File: src/rtl/boid_xcel_ctrl.sv
// Frame sequencer for the single-boid update datapath.
// Walks every boid: load self, stream neighbours, write back, advance.
module boid_xcel_ctrl #(
   parameter int N_BOIDS = 32,
   parameter int ADDR_W  = 5,
   parameter int RD_LAT  = 1
) (
   input  logic              clk,
   input  logic              reset,
   input  logic              start,
   output logic              busy,
   output logic              done,
   output logic              mem_rd_en,
   output logic [ADDR_W-1:0] mem_rd_addr,
   output logic              mem_wr_en,
   output logic [ADDR_W-1:0] mem_wr_addr,
   output logic              acc_clr,
   output logic              r_en_tot,
   output logic              r_en_itr,
   output logic [ADDR_W-1:0] cur_boid
);

   typedef enum logic [2:0] {
      S_IDLE,
      S_LOAD,
      S_ITR,
      S_DRAIN,
      S_WRITE
   } state_t;

   localparam logic [ADDR_W-1:0] LAST = ADDR_W'(N_BOIDS - 1);

   // The return pipeline below assumes single-cycle memory reads.
   if (RD_LAT != 1) begin : g_bad_lat
      $error("boid_xcel_ctrl supports RD_LAT == 1 only");
   end

   state_t            state_q, state_d;
   logic [ADDR_W-1:0] i_q, i_d;
   logic [ADDR_W-1:0] j_q, j_d;
   logic              tot_q, tot_d;
   logic              vld_q, vld_d;
   logic              skip_q, skip_d;

   // State, counters and read-return tracking flops.
   always_ff @(posedge clk) begin
      if (reset) begin
         state_q <= S_IDLE;
         i_q     <= '0;
         j_q     <= '0;
         tot_q   <= 1'b0;
         vld_q   <= 1'b0;
         skip_q  <= 1'b0;
      end else begin
         state_q <= state_d;
         i_q     <= i_d;
         j_q     <= j_d;
         tot_q   <= tot_d;
         vld_q   <= vld_d;
         skip_q  <= skip_d;
      end
   end

   // Next-state, counter update and memory/datapath strobes.
   always_comb begin
      state_d     = state_q;
      i_d         = i_q;
      j_d         = j_q;
      done        = 1'b0;
      mem_rd_en   = 1'b0;
      mem_rd_addr = '0;
      mem_wr_en   = 1'b0;
      mem_wr_addr = '0;
      acc_clr     = 1'b0;
      unique case (state_q)
         S_IDLE: begin
            if (start) begin
               state_d = S_LOAD;
               i_d     = '0;
            end
         end
         S_LOAD: begin
            mem_rd_en   = 1'b1;
            mem_rd_addr = i_q;
            acc_clr     = 1'b1;
            j_d         = '0;
            state_d     = S_ITR;
         end
         S_ITR: begin
            mem_rd_en   = 1'b1;
            mem_rd_addr = j_q;
            if (j_q == LAST) begin
               state_d = S_DRAIN;
            end else begin
               j_d = j_q + 1'b1;
            end
         end
         S_DRAIN: begin
            state_d = S_WRITE;
         end
         S_WRITE: begin
            mem_wr_en   = 1'b1;
            mem_wr_addr = i_q;
            if (i_q == LAST) begin
               done    = 1'b1;
               i_d     = '0;
               state_d = S_IDLE;
            end else begin
               i_d     = i_q + 1'b1;
               state_d = S_LOAD;
            end
         end
         default: begin
            state_d = S_IDLE;
         end
      endcase
   end

   // Tag each issued read so its returned word lands in the right place.
   always_comb begin
      tot_d  = (state_q == S_LOAD);
      vld_d  = (state_q == S_ITR);
      skip_d = (state_q == S_ITR) && (j_q == i_q);
   end

   assign r_en_tot = tot_q;
   assign r_en_itr = vld_q & ~skip_q;
   assign busy     = (state_q != S_IDLE);
   assign cur_boid = i_q;

endmodule

File: config.mk
export PLATFORM = sky130hd
export DESIGN_NAME = boid_xcel_ctrl
export DESIGN_NICKNAME = d
export VERILOG_FILES = /design/src/rtl/boid_xcel_ctrl.sv
export SDC_FILE = /design/constraint.sdc
export NUM_CORES = 1
export LEC_CHECK = 0
export CAP_MARGIN = 20
export CELL_PAD_IN_SITES_DETAIL_PLACEMENT = 1
export CELL_PAD_IN_SITES_GLOBAL_PLACEMENT = 1
export CORE_ASPECT_RATIO = 0.8
export CORE_MARGIN = 2
export CORE_UTILIZATION = 38
export CTS_BUF_LIST = sky130_fd_sc_hd__clkbuf_4
export CTS_CLUSTER_DIAMETER = 50
export DETAILED_ROUTE_END_ITERATION = 6
export PLACE_DENSITY_LB_ADDON = 0.1
export SLEW_MARGIN = 20
export SYNTH_ARGS = -nofsm -noshare
export SYNTH_HDL_FRONTEND = slang
export SYNTH_SLANG_ARGS = --single-unit
File: constraint.sdc
create_clock -name clk -period 3.9 [get_ports clk]
set_input_delay 0.585 -clock clk [delete_from_list [all_inputs] [get_ports clk]]
set_output_delay 0.585 -clock clk [all_outputs]
set_load 0.02 [all_outputs]
# --- Word-level counts from Yosys, hierarchy flattened ---
# Index checks and enable logic that the tools add are counted.
totals:
  register_bits: 16
  out_inout_bits: 22
classes:
  bitwise_logic: 2
  n_mux: 16
  eq_ne: 10
  reduce_logical: 9
  n_addsub: 2
op_table:
  columns: ["operator", "n"]
  rows:
  - ["$pmux W5 S2", 3]
  - ["$mux W5", 4]
  - ["$pmux W3 S5", 1]
  - ["$add A5 B1 Y5 const B", 2]
  - ["$eq A5 B5 Y1 const B", 2]
  - ["$eq A3 B2 Y1 const B", 2]
  - ["$mux W1", 6]
  - ["$mux W3", 2]
  - ["$reduce_and A2 Y1", 3]
  - ["$eq A5 B5 Y1", 1]
  - ["$ne A2 B2 Y1 const B", 2]
  - ["$reduce_bool A2 Y1", 2]
  - ["$eq A3 B1 Y1 const B", 1]
  - ["$eq A3 B3 Y1 const B", 1]
  - ["$logic_not A3 Y1", 1]
  - ["$reduce_bool A3 Y1", 1]
  - ["$ne A2 B1 Y1 const B", 1]
  - ["$reduce_or A2 Y1", 1]
  - ["$and A1 B1 Y1", 1]
  - ["$logic_and A1 B1 Y1", 1]
  - ["$not A1 Y1", 1]

# --- Logic depth before layout (Yosys ltp) ---
# Gate-level depths: netlist of the first run.
depth:
  ltp_word: 3
  mapped_depth: 7
  mapped_depth_nobuf: 6

# --- Worst setup path before layout of the first run ---
# Ideal clock, no wire load.
synth_timing:
  kind: "register to output"
  from: "reg state_q[0]"
  to: "out done"
  slack_ps: 1685
  arrival_ps: 1630
  required_ps: 3315
  path_stages_with_launch: 4
  path_cell_list: "dfxtp_1 > clkbuf_1 > nor3b_1 > and2_1"
synth_via:
  elab_chain_cells: 2
synth_lines:
  columns: ["element", "line_no", "rtl"]
  rows:
  - ["from (decl)", "38", "state_t state_q, state_d;"]
  - ["from (signal assigned)", "55", "state_q <= state_d;"]
  - ["$eq A3 B3 Y1", "75", "unique case (state_q)"]
  - ["$mux W1", "75", null]
  - ["to (decl)", "12", "output logic done,"]
# No other way between the ends.

# --- Worst setup path after layout of the first run ---
layout_timing:
  from: "reg state_q[2]"
  to: "out done"
# Same word-level chain as after synthesis.

==> results by group, run 1 <==
Yosys
  • Count of different cell masters after synthesis: 31
  • Post-Syn Instances: roughly 110
  • Synthesized net count: approximately 120
  • Synth area leader: dfxtp_1
  • Commonest cells post-synth: 16 x dfxtp_1, 9 x a21oi_1, 8 x nor2_1, 7 x o21ai_0
  • Ys async rst share: 0%
  • Top cell type's share of synthesized area: approximately 36%
  • Largest cells by area after synthesis: dfxtp_1 36%, ha_1 5.6%, a21oi_1 5.0%
  • Post-synth EDFFs: 0
  • Yosys warnings: 0
  • #FFs+latches synth: 16
  • Sequential share of the synthesized area: 35.6%
  • Mean Syn Cell Area: 8.33 um^2
  • Synth Flop Type: dfxtp_1
  • Area of the mapped netlist: 900 um^2
  • Cell with the most instances after synthesis: dfxtp_1

STA
  • Setup tns final: 0 ps
  • Fin. max-slew vios: 0
  • Final Setup Violations: 0
  • Worst clock skew: around 9.7 ps
  • Worst slew pin tran: about 800 ps
  • Final Hold Fails: 0
  • Minimum clock period: roughly 3000 ps
  • Final Cycle Share: 79.1%
  • RSZ-0062 raised after global routing: no
  • Max Clock Freq: about 320 MHz
  • Hold slack: 545 ps
  • Worst relative slew slack: a little under half

Drt
  • Vias: just under 900
  • Wire length on met1: around 1200 um
  • Wire length per cell: around 16 um
  • Iter 0 DRT Violations: 19
  • DR top layer: met4
  • Met3 WL: 114 um
  • Remaining DRCs: 0
  • Post-Route WL: ~2500 um
  • Initial DRT Pass Iterations: 4
  • Met2 routed WL: 1090 um
  • Post-DR vias/cell: 5.68
  • DRT antenna net count: 0

Die
  • Initial core utilization: between 40 and 50%
  • Die footprint: ~2800 um^2
  • Die width: between 50 and 60 um
  • Die Span Y: approximately 48 um
  • Core Box Area: around 2200 um^2
  • I/O pins: 25
  • Row Count: 15

Worst setup path
  • Endpoint class of the critical path: output port
  • Setup CP Type: reg -> out
  • Worst EP arrival: roughly 2500 ps
  • CP Max Fanout: 17
  • Critical path startpoint category: register
  • Crit path required time: roughly 3300 ps

Layout
  • Ant. Diodes: 0
  • Syn-to-layout area delta: 30.0%
  • Nets@finish: about 140
  • Filler Cell Count: 269
  • Final core utilization: 53.3%
  • Fraction of layout cells with a size suffix above 1: under 10%
  • Finished Layout Cells: between 150 and 200

GRT
  • Global route overflow: 0
  • Number of global-route vias before repair: 772
  • Largest net degree at the start of global routing: 18
  • Total GRT Usage: roughly 19%
  • Antenna violations before repair: 0
  • First-pass GRT wire length: ~3800 um

Placed design
  • Port Buffers: 24
  • GPL Wtd Cong: around 0.72
  • Inst Count DP: 150
  • Hpwl dp: about 1800 um

Power and ir drop
  • Overall power: 0.313 mW
  • Power Dens Cells: 268 nW/um^2
  • Leakage: 0.454 nW
  • Worst vdd ir: 0.000300 V

Job
  • Max Cap Violations: 0

CTS
  • PostCTS Resize Cnt: 0
  • Clock Sinks: 16
  • Clk root buf: clkbuf_4
  • TritonCTS buffer count: 3
  • CTS tree: done
  • Skew-Pair Late Insertion Delay: just under 300 ps
  • CTS Hold Bufs: 0
  • Clock Path Buffers: 2
  • Reg clk slew, reported paths: 100 ps
  • H-tree levels: 1
  • # Post-CTS Setup Buffers: 0

Worst hold path
  • HP Class: reg -> reg

Status
  • Status: finished, final reports clean
flip-flops by register name, summed over array words and instances, names as in the netlist:
name and count:
j_q 5, skip_q 1, vld_q 1, cur_boid 5
state_q 3, r_en_tot 1
report_power, final:
part / switching [mW] / total [mW] / leakage (nW) / internal, mW
combinational: 0.0244 / 0.0454 / 0.309 / 0.0210
sequential: 0.00759 / 0.175 / 0.130 / 0.167
clock: 0.0554 / 0.0926 / 0.0154 / 0.0372
total: 0.0875 / 0.313 / 0.454 / 0.226
layout by cell type, fill, tap and decap left out, types with 2 or more instances in the layout:
cell type | Yosys | final
and3_1 | 3 | 3
nand2_1 | 5 | 5
a21oi_1 | 9 | 9
clkbuf_4 | 0 | 3
a311oi_1 | 2 | 2
nor2b_1 | 4 | 4
nor2_1 | 8 | 8
or3_1 | 3 | 3
and2_1 | 6 | 6
xor2_1 | 4 | 4
a22oi_1 | 5 | 5
nor4b_1 | 2 | 2
nand2b_1 | 4 | 4
inv_1 | 2 | 2
ha_1 | 4 | 4
clkdlybuf4s50_1 | 0 | 24
nand3_1 | 5 | 5
o21ai_0 | 7 | 7
dfxtp_1 | 16 | 16
kinds of logic after synthesis:
group                    count (synthesis)  synth area share (%)
AND/OR/NAND/NOR                         48                  31.7
AO/OA/AOI/OAI                           25                  17.1
flip-flops                              16                  35.6
buffers and inverters                    9                  3.89
XOR/XNOR                                 5                  4.87
adder cells (fa/ha/maj)                  4                  5.56
multiplexers                             1                  1.25
metal layers:
metal	vias to the layer above	track usage (%)
met2	29	29.2
met1	416	26.4
met4	0	4.19
met5	-	0
met3	4	4.05
li1	426	-
worst max-delay path: stages (launching register included):
cell,delay (ps)
dfxtp_1,650
nor3b_1,720
and2_1,230
clkdlybuf4s50_1,610
stage by stage:
| stage | cell area [um^2] | setup slack (ps) |
|---|---|---|
| floorplan | 900 | 1690 |
| global placement | 1140 | 1340 |
| detailed placement | 1140 | 1170 |
| CTS | 1170 | 817 |
| global route | 1170 | 636 |
| finish | 1170 | 814 |
final timing paths:
| kind | startpoint | to | slack, ps | depth (start not counted) |
|---|---|---|---|---|
| max | state_q[2] | done | 810 | 3 |
| min | j_q[4] | j_q[4] | 540 | 2 |
| max reg2reg | cur_boid[0] | cur_boid[3] | 1660 | 6 |
| min reg2reg | j_q[4] | j_q[4] | 540 | 2 |
final cells by class:
class                      instances  area [um^2]  share of cell area (%)
tap                               25         31.3                    2.67
timing repair buffer              24          240                    20.5
clock inverter                     1         3.75                   0.321
clock buffer                       3         22.5                    1.93
inverter                           2         7.51                   0.642
sequential                        16          320                    27.4
multi-input combinational         83          544                    46.5
Note: power is estimated with default switching activity, not from simulation.
==> run 2, diff against run 1 <==
- CORE_UTILIZATION: 38 -> 35
- clock period: 3.9 -> 3 ns (I/O delays scaled with it)
==> results by group, run 2 (synthesized netlist as in run 1, its figures left out) <==
Status
  • Status: finished, final reports clean

STA
  • Final Cycle Share: between 80 and 90%
  • RSZ-0062 raised after global routing: no
  • Max Clock Freq: approximately 380 MHz
  • Fin. max-slew vios: 0
  • Worst clock skew: roughly 7.1 ps
  • Worst slew pin tran: ~560 ps
  • Setup tns final: 0 ps
  • Final Hold Fails: 0
  • Minimum clock period: between 2000 and 3000 ps
  • Final Setup Violations: 0
  • Worst relative slew slack: between 60% and 70%

Die
  • Core Box Area: 2440 um^2
  • Die footprint: 2990 um^2
  • I/O pins: 25
  • Die width: about 61 um
  • Die Span Y: around 49 um
  • Row Count: 16
  • Initial core utilization: a little under two fifths

Drt
  • Remaining DRCs: 0
  • Post-DR vias/cell: 5.12
  • Post-Route WL: roughly 2400 um
  • DRT antenna net count: 0
  • Vias: approximately 840
  • Wire length per cell: 14.5 um
  • Iter 0 DRT Violations: 19
  • Initial DRT Pass Iterations: 4

Worst hold path
  • Hold path endpoint: j_q[4]
  • Min-Delay Startpoint: j_q[4]
  • HP Class: reg -> reg
  • Hold depth: 2

Power and ir drop
  • Power Dens Cells: 335 nW/um^2
  • Leakage: around 0.46 nW
  • Worst vdd ir: between 0.0002 and 0.00025 V

GRT
  • Total GRT Usage: 16.9%
  • Busiest grt layer: met2
  • Met2 usage: roughly 26%
  • Met3 GRT Util: between 4 and 5%
  • Grt met1 use: between 20% and 30%
  • Global route overflow: 0
  • First-pass GRT wire length: around 3800 um
  • Number of global-route vias before repair: just over 800
  • Antenna violations before repair: 0
  • Largest net degree at the start of global routing: 18

Worst setup path
  • Crit path buf inv count: 1
  • Worst r2r dst: j_q[3]
  • Biggest cell delay along the critical path: roughly 630 ps
  • Critical path startpoint category: register
  • Worst EP arrival: around 2200 ps
  • Cells along the critical path: nor2b_1 -> a22oi_1 -> nor2_1 -> clkdlybuf4s50_1
  • Cell depth of the worst setup path: 4
  • R2r worst-path depth: 6
  • Worst r2r src: j_q[0]
  • CP Max Fanout: 13
  • Slowest cell on crit path: clkdlybuf4s50_1
  • Kind of cell adding the most delay to the critical path: buffers and inverters
  • Crit path required time: 2550 ps
  • Endpoint class of the critical path: output port
  • Setup CP Type: reg -> out
  • R2R Setup Slk: ~800 ps

CTS
  • Clock Path Buffers: 2
  • TritonCTS buffer count: 3
  • Reg clk slew, reported paths: 90 ps
  • H-tree levels: 1
  • Clock Sinks: 16
  • Clk root buf: clkbuf_4
  • CTS tree: done
  • CTS Hold Bufs: 0
  • Skew-Pair Late Insertion Delay: about 280 ps

Layout
  • Syn-to-layout area delta: 31.7%
  • Most frequent cells in the layout: 24 x clkdlybuf4s50_1, 16 x dfxtp_1, 9 x a21oi_1
  • Ant. Diodes: 0
  • Fraction of layout cells with a size suffix above 1: 7.03%
  • Nets@finish: between 100 and 150
  • Commonest non-fill, non-tap cell in the layout: clkdlybuf4s50_1
  • Final core utilization: about half

Placed design
  • GPL Wtd Cong: between 0.7 and 0.8
  • Hpwl dp: 1720 um
  • Port Buffers: 24

Job
  • Max Cap Violations: 0
[run 2: timing repair]
| item | CTS | global route |
|---|---|---|
| setup endpoints to repair | 0 | 6 |
| buffers inserted | 0 | 0 |
| resized for setup | 0 | 1 |
[run 2: cell type report]
type / count / area [um^2]
Clock buffer: 3 / 22.5
Fill cell: 313 / 1260
Inverter: 2 / 7.51
Multi-Input combinational cell: 83 / 549
Sequential cell: 16 / 320
Tap cell: 36 / 45.0
Timing Repair Buffer: 24 / 240
[run 2: tightest hold or removal path, cell delays in order (launching register included)]
cell and delay, ps:
dfxtp_1 360, nand3_1 80, a21oi_1 60
[run 2: per-stage QoR]
step                instances  power, mW  worst slack [ps]  hold WS, ps  cell area [um^2]
floorplan                 108      0.268               920          489               900
finish                    164      0.397               336          543              1180
CTS                       164      0.404               130          553              1180
global route              164      0.418               216          585              1180
detailed placement        161      0.290               463          539              1160
global placement          161      0.290               572          509              1160
[run 2: report_power, final]
part           total [mW]  leakage (nW)  switching (mW)  internal, mW
logic              0.0586         0.312          0.0313        0.0273
registers           0.227         0.130         0.00988         0.218
clock network       0.111        0.0138          0.0646        0.0466
total               0.397         0.456           0.106         0.291
[run 2: worst max-delay path by stage]
stage | startpoint | endpoint
after floorplan | state_q[0] | done
after global placement | state_q[2] | done
after detailed placement | state_q[2] | mem_wr_addr[2]
after CTS | state_q[2] | mem_wr_addr[2]
after global routing | state_q[1] | mem_rd_addr[3]
final | state_q[1] | mem_rd_addr[3]
[run 2: layer usage]
metal	up-vias	wire, um
li1	424	-
met1	396	1200
met2	17	1060
met3	2	95
met4	0	13
met5	-	0
==> run 3, diff against run 2 <==
- CORE_ASPECT_RATIO: 0.8 -> 1.4
==> results by group, run 3 (synthesized netlist as in run 1, its figures left out) <==
Status
  • Status: finished, final reports clean

STA
  • Hold slack: 543 ps
  • Minimum clock period: 2600 ps
  • Max Clock Freq: roughly 380 MHz
  • RSZ-0062 raised after global routing: no
  • Fin. max-slew vios: 0
  • Worst slew pin tran: around 590 ps
  • Setup tns final: 0 ps
  • Worst relative slew slack: about three fifths
  • Final Cycle Share: 86.7%
  • Worst clock skew: 4.57 ps
  • Final Setup Violations: 0
  • Final Hold Fails: 0

Placed design
  • GPL Wtd Cong: ~0.73
  • Hpwl dp: approximately 1700 um
  • Port Buffers: 24

Layout
  • Nets@finish: approximately 140
  • Fraction of layout cells with a size suffix above 1: 6.92%
  • Commonest non-fill, non-tap cell in the layout: clkdlybuf4s50_1
  • Final core utilization: roughly half
  • Ant. Diodes: 0
  • Most frequent cells in the layout: 24 x clkdlybuf4s50_1, 16 x dfxtp_1, 9 x a21oi_1
  • Syn-to-layout area delta: 32.1%

Die
  • Row Count: 21
  • Die width: ~47 um
  • Core Box Area: 2420 um^2
  • Die footprint: roughly 3000 um^2
  • I/O pins: 25
  • Initial core utilization: a little under two fifths
  • Die Span Y: between 60 and 70 um

GRT
  • Global route overflow: 0
  • Largest net degree at the start of global routing: 18
  • Total GRT Usage: around 18%
  • First-pass GRT wire length: roughly 3900 um
  • Number of global-route vias before repair: 872
  • Antenna violations before repair: 0

Drt
  • Vias: roughly 860
  • Wire length per cell: 14.3 um
  • Post-DR vias/cell: between 5 and 6
  • Remaining DRCs: 0
  • Initial DRT Pass Iterations: 2
  • DRT antenna net count: 0
  • Iter 0 DRT Violations: 7
  • Post-Route WL: about 2300 um

Worst setup path
  • Endpoint class of the critical path: output port
  • Worst r2r dst: j_q[3]
  • Critical path startpoint category: register
  • Crit path capture: mem_rd_addr[3]
  • Worst EP arrival: 2150 ps
  • Cells along the critical path: nor2b_1 -> a22oi_1 -> nor2_1 -> clkdlybuf4s50_1
  • Setup CP Type: reg -> out
  • Worst r2r src: j_q[0]
  • R2r worst-path depth: 6
  • Slowest cell on crit path: clkdlybuf4s50_1
  • Crit path required time: 2550 ps
  • Worst Setup SP: state_q[1]
  • R2R Setup Slk: 810 ps
  • Biggest cell delay along the critical path: approximately 620 ps
  • CP Max Fanout: 13

Power and ir drop
  • Power Dens Cells: around 340 nW/um^2
  • Total internal power: 0.293 mW
  • Net Switching: about 0.11 mW
  • Clock power share: a little under 30%
  • Leakage: approximately 0.46 nW
  • Worst vdd ir: approximately 0.00022 V
  • Comb power frac: around 14%
  • Sequential Power Share: roughly 56%
  • Sw frac: approximately 28%

CTS
  • Clock Path Buffers: 2
  • H-tree levels: 1
  • Clock Sinks: 16
  • CTS Hold Bufs: 0
  • TritonCTS buffer count: 3
  • CTS tree: done
  • Skew-Pair Late Insertion Delay: around 290 ps
  • PostCTS Resize Cnt: 0
  • Clk root buf: clkbuf_4
  • Reg clk slew, reported paths: about 100 ps
  • # Post-CTS Setup Buffers: 0

Worst hold path
  • HP Class: reg -> reg

Job
  • Max Cap Violations: 0
run 3: changes by cell type in the layout (fill, tap and decap cells not counted), sizes merged:
cell    change
clkinv      +1
buf         +1
run 3: worst min path at each step:
stage / start / endpoint / slack [ps] / cells after the start
after floorplan: j_q[3] / j_q[3] / 490 / 2
after global placement: j_q[4] / j_q[4] / 520 / 2
after detailed placement: j_q[4] / j_q[4] / 530 / 2
after CTS: j_q[4] / j_q[4] / 550 / 2
after global routing: j_q[4] / j_q[4] / 580 / 2
final: j_q[4] / j_q[4] / 540 / 2
run 3: layout make-up:
cell class                 instances  area [um^2]
fill                             304         1230
multi-input combinational         83          544
clock buffer                       3         22.5
inverter                           2         7.51
sequential                        16          320
clock inverter                     1         3.75
timing repair buffer              25          248
tap                               34         42.5
run 3: through the flow:
| stage | power (mW) | instances | setup slack [ps] | area (um^2) |
|---|---|---|---|---|
| final | 0.406 | 164 | 400 | 1190 |
| after global routing | 0.431 | 164 | 204 | 1190 |
| after CTS | 0.411 | 164 | 377 | 1190 |
| after detailed placement | 0.291 | 160 | 719 | 1160 |
| after global placement | 0.290 | 160 | 733 | 1160 |
| after floorplan | 0.268 | 108 | 920 | 900 |
run 3: power by group through the flow:
stage / combinational, mW / sequential, mW / clock, mW
floorplan: 0.0412 / 0.227 / 0
global placement: 0.0587 / 0.231 / 0
detailed placement: 0.0588 / 0.232 / 0
CTS: 0.0593 / 0.227 / 0.124
global route: 0.0637 / 0.229 / 0.139
finish: 0.0585 / 0.227 / 0.120
run 3: worst max-delay path, delay by kind of cell, from the launching register on:
kind | cells | cell delay [ps]
buf+inv | 1 | 620
simple gates | 2 | 530
flops | 1 | 560
compound gates | 1 | 150
run 3: layer usage:
metal | GRT usage (%) | routed length (um)
met1 | 20.9 | 996
met2 | 30.0 | 1230
met3 | 3.67 | 65
met4 | 9.38 | 55
met5 | 0 | 0
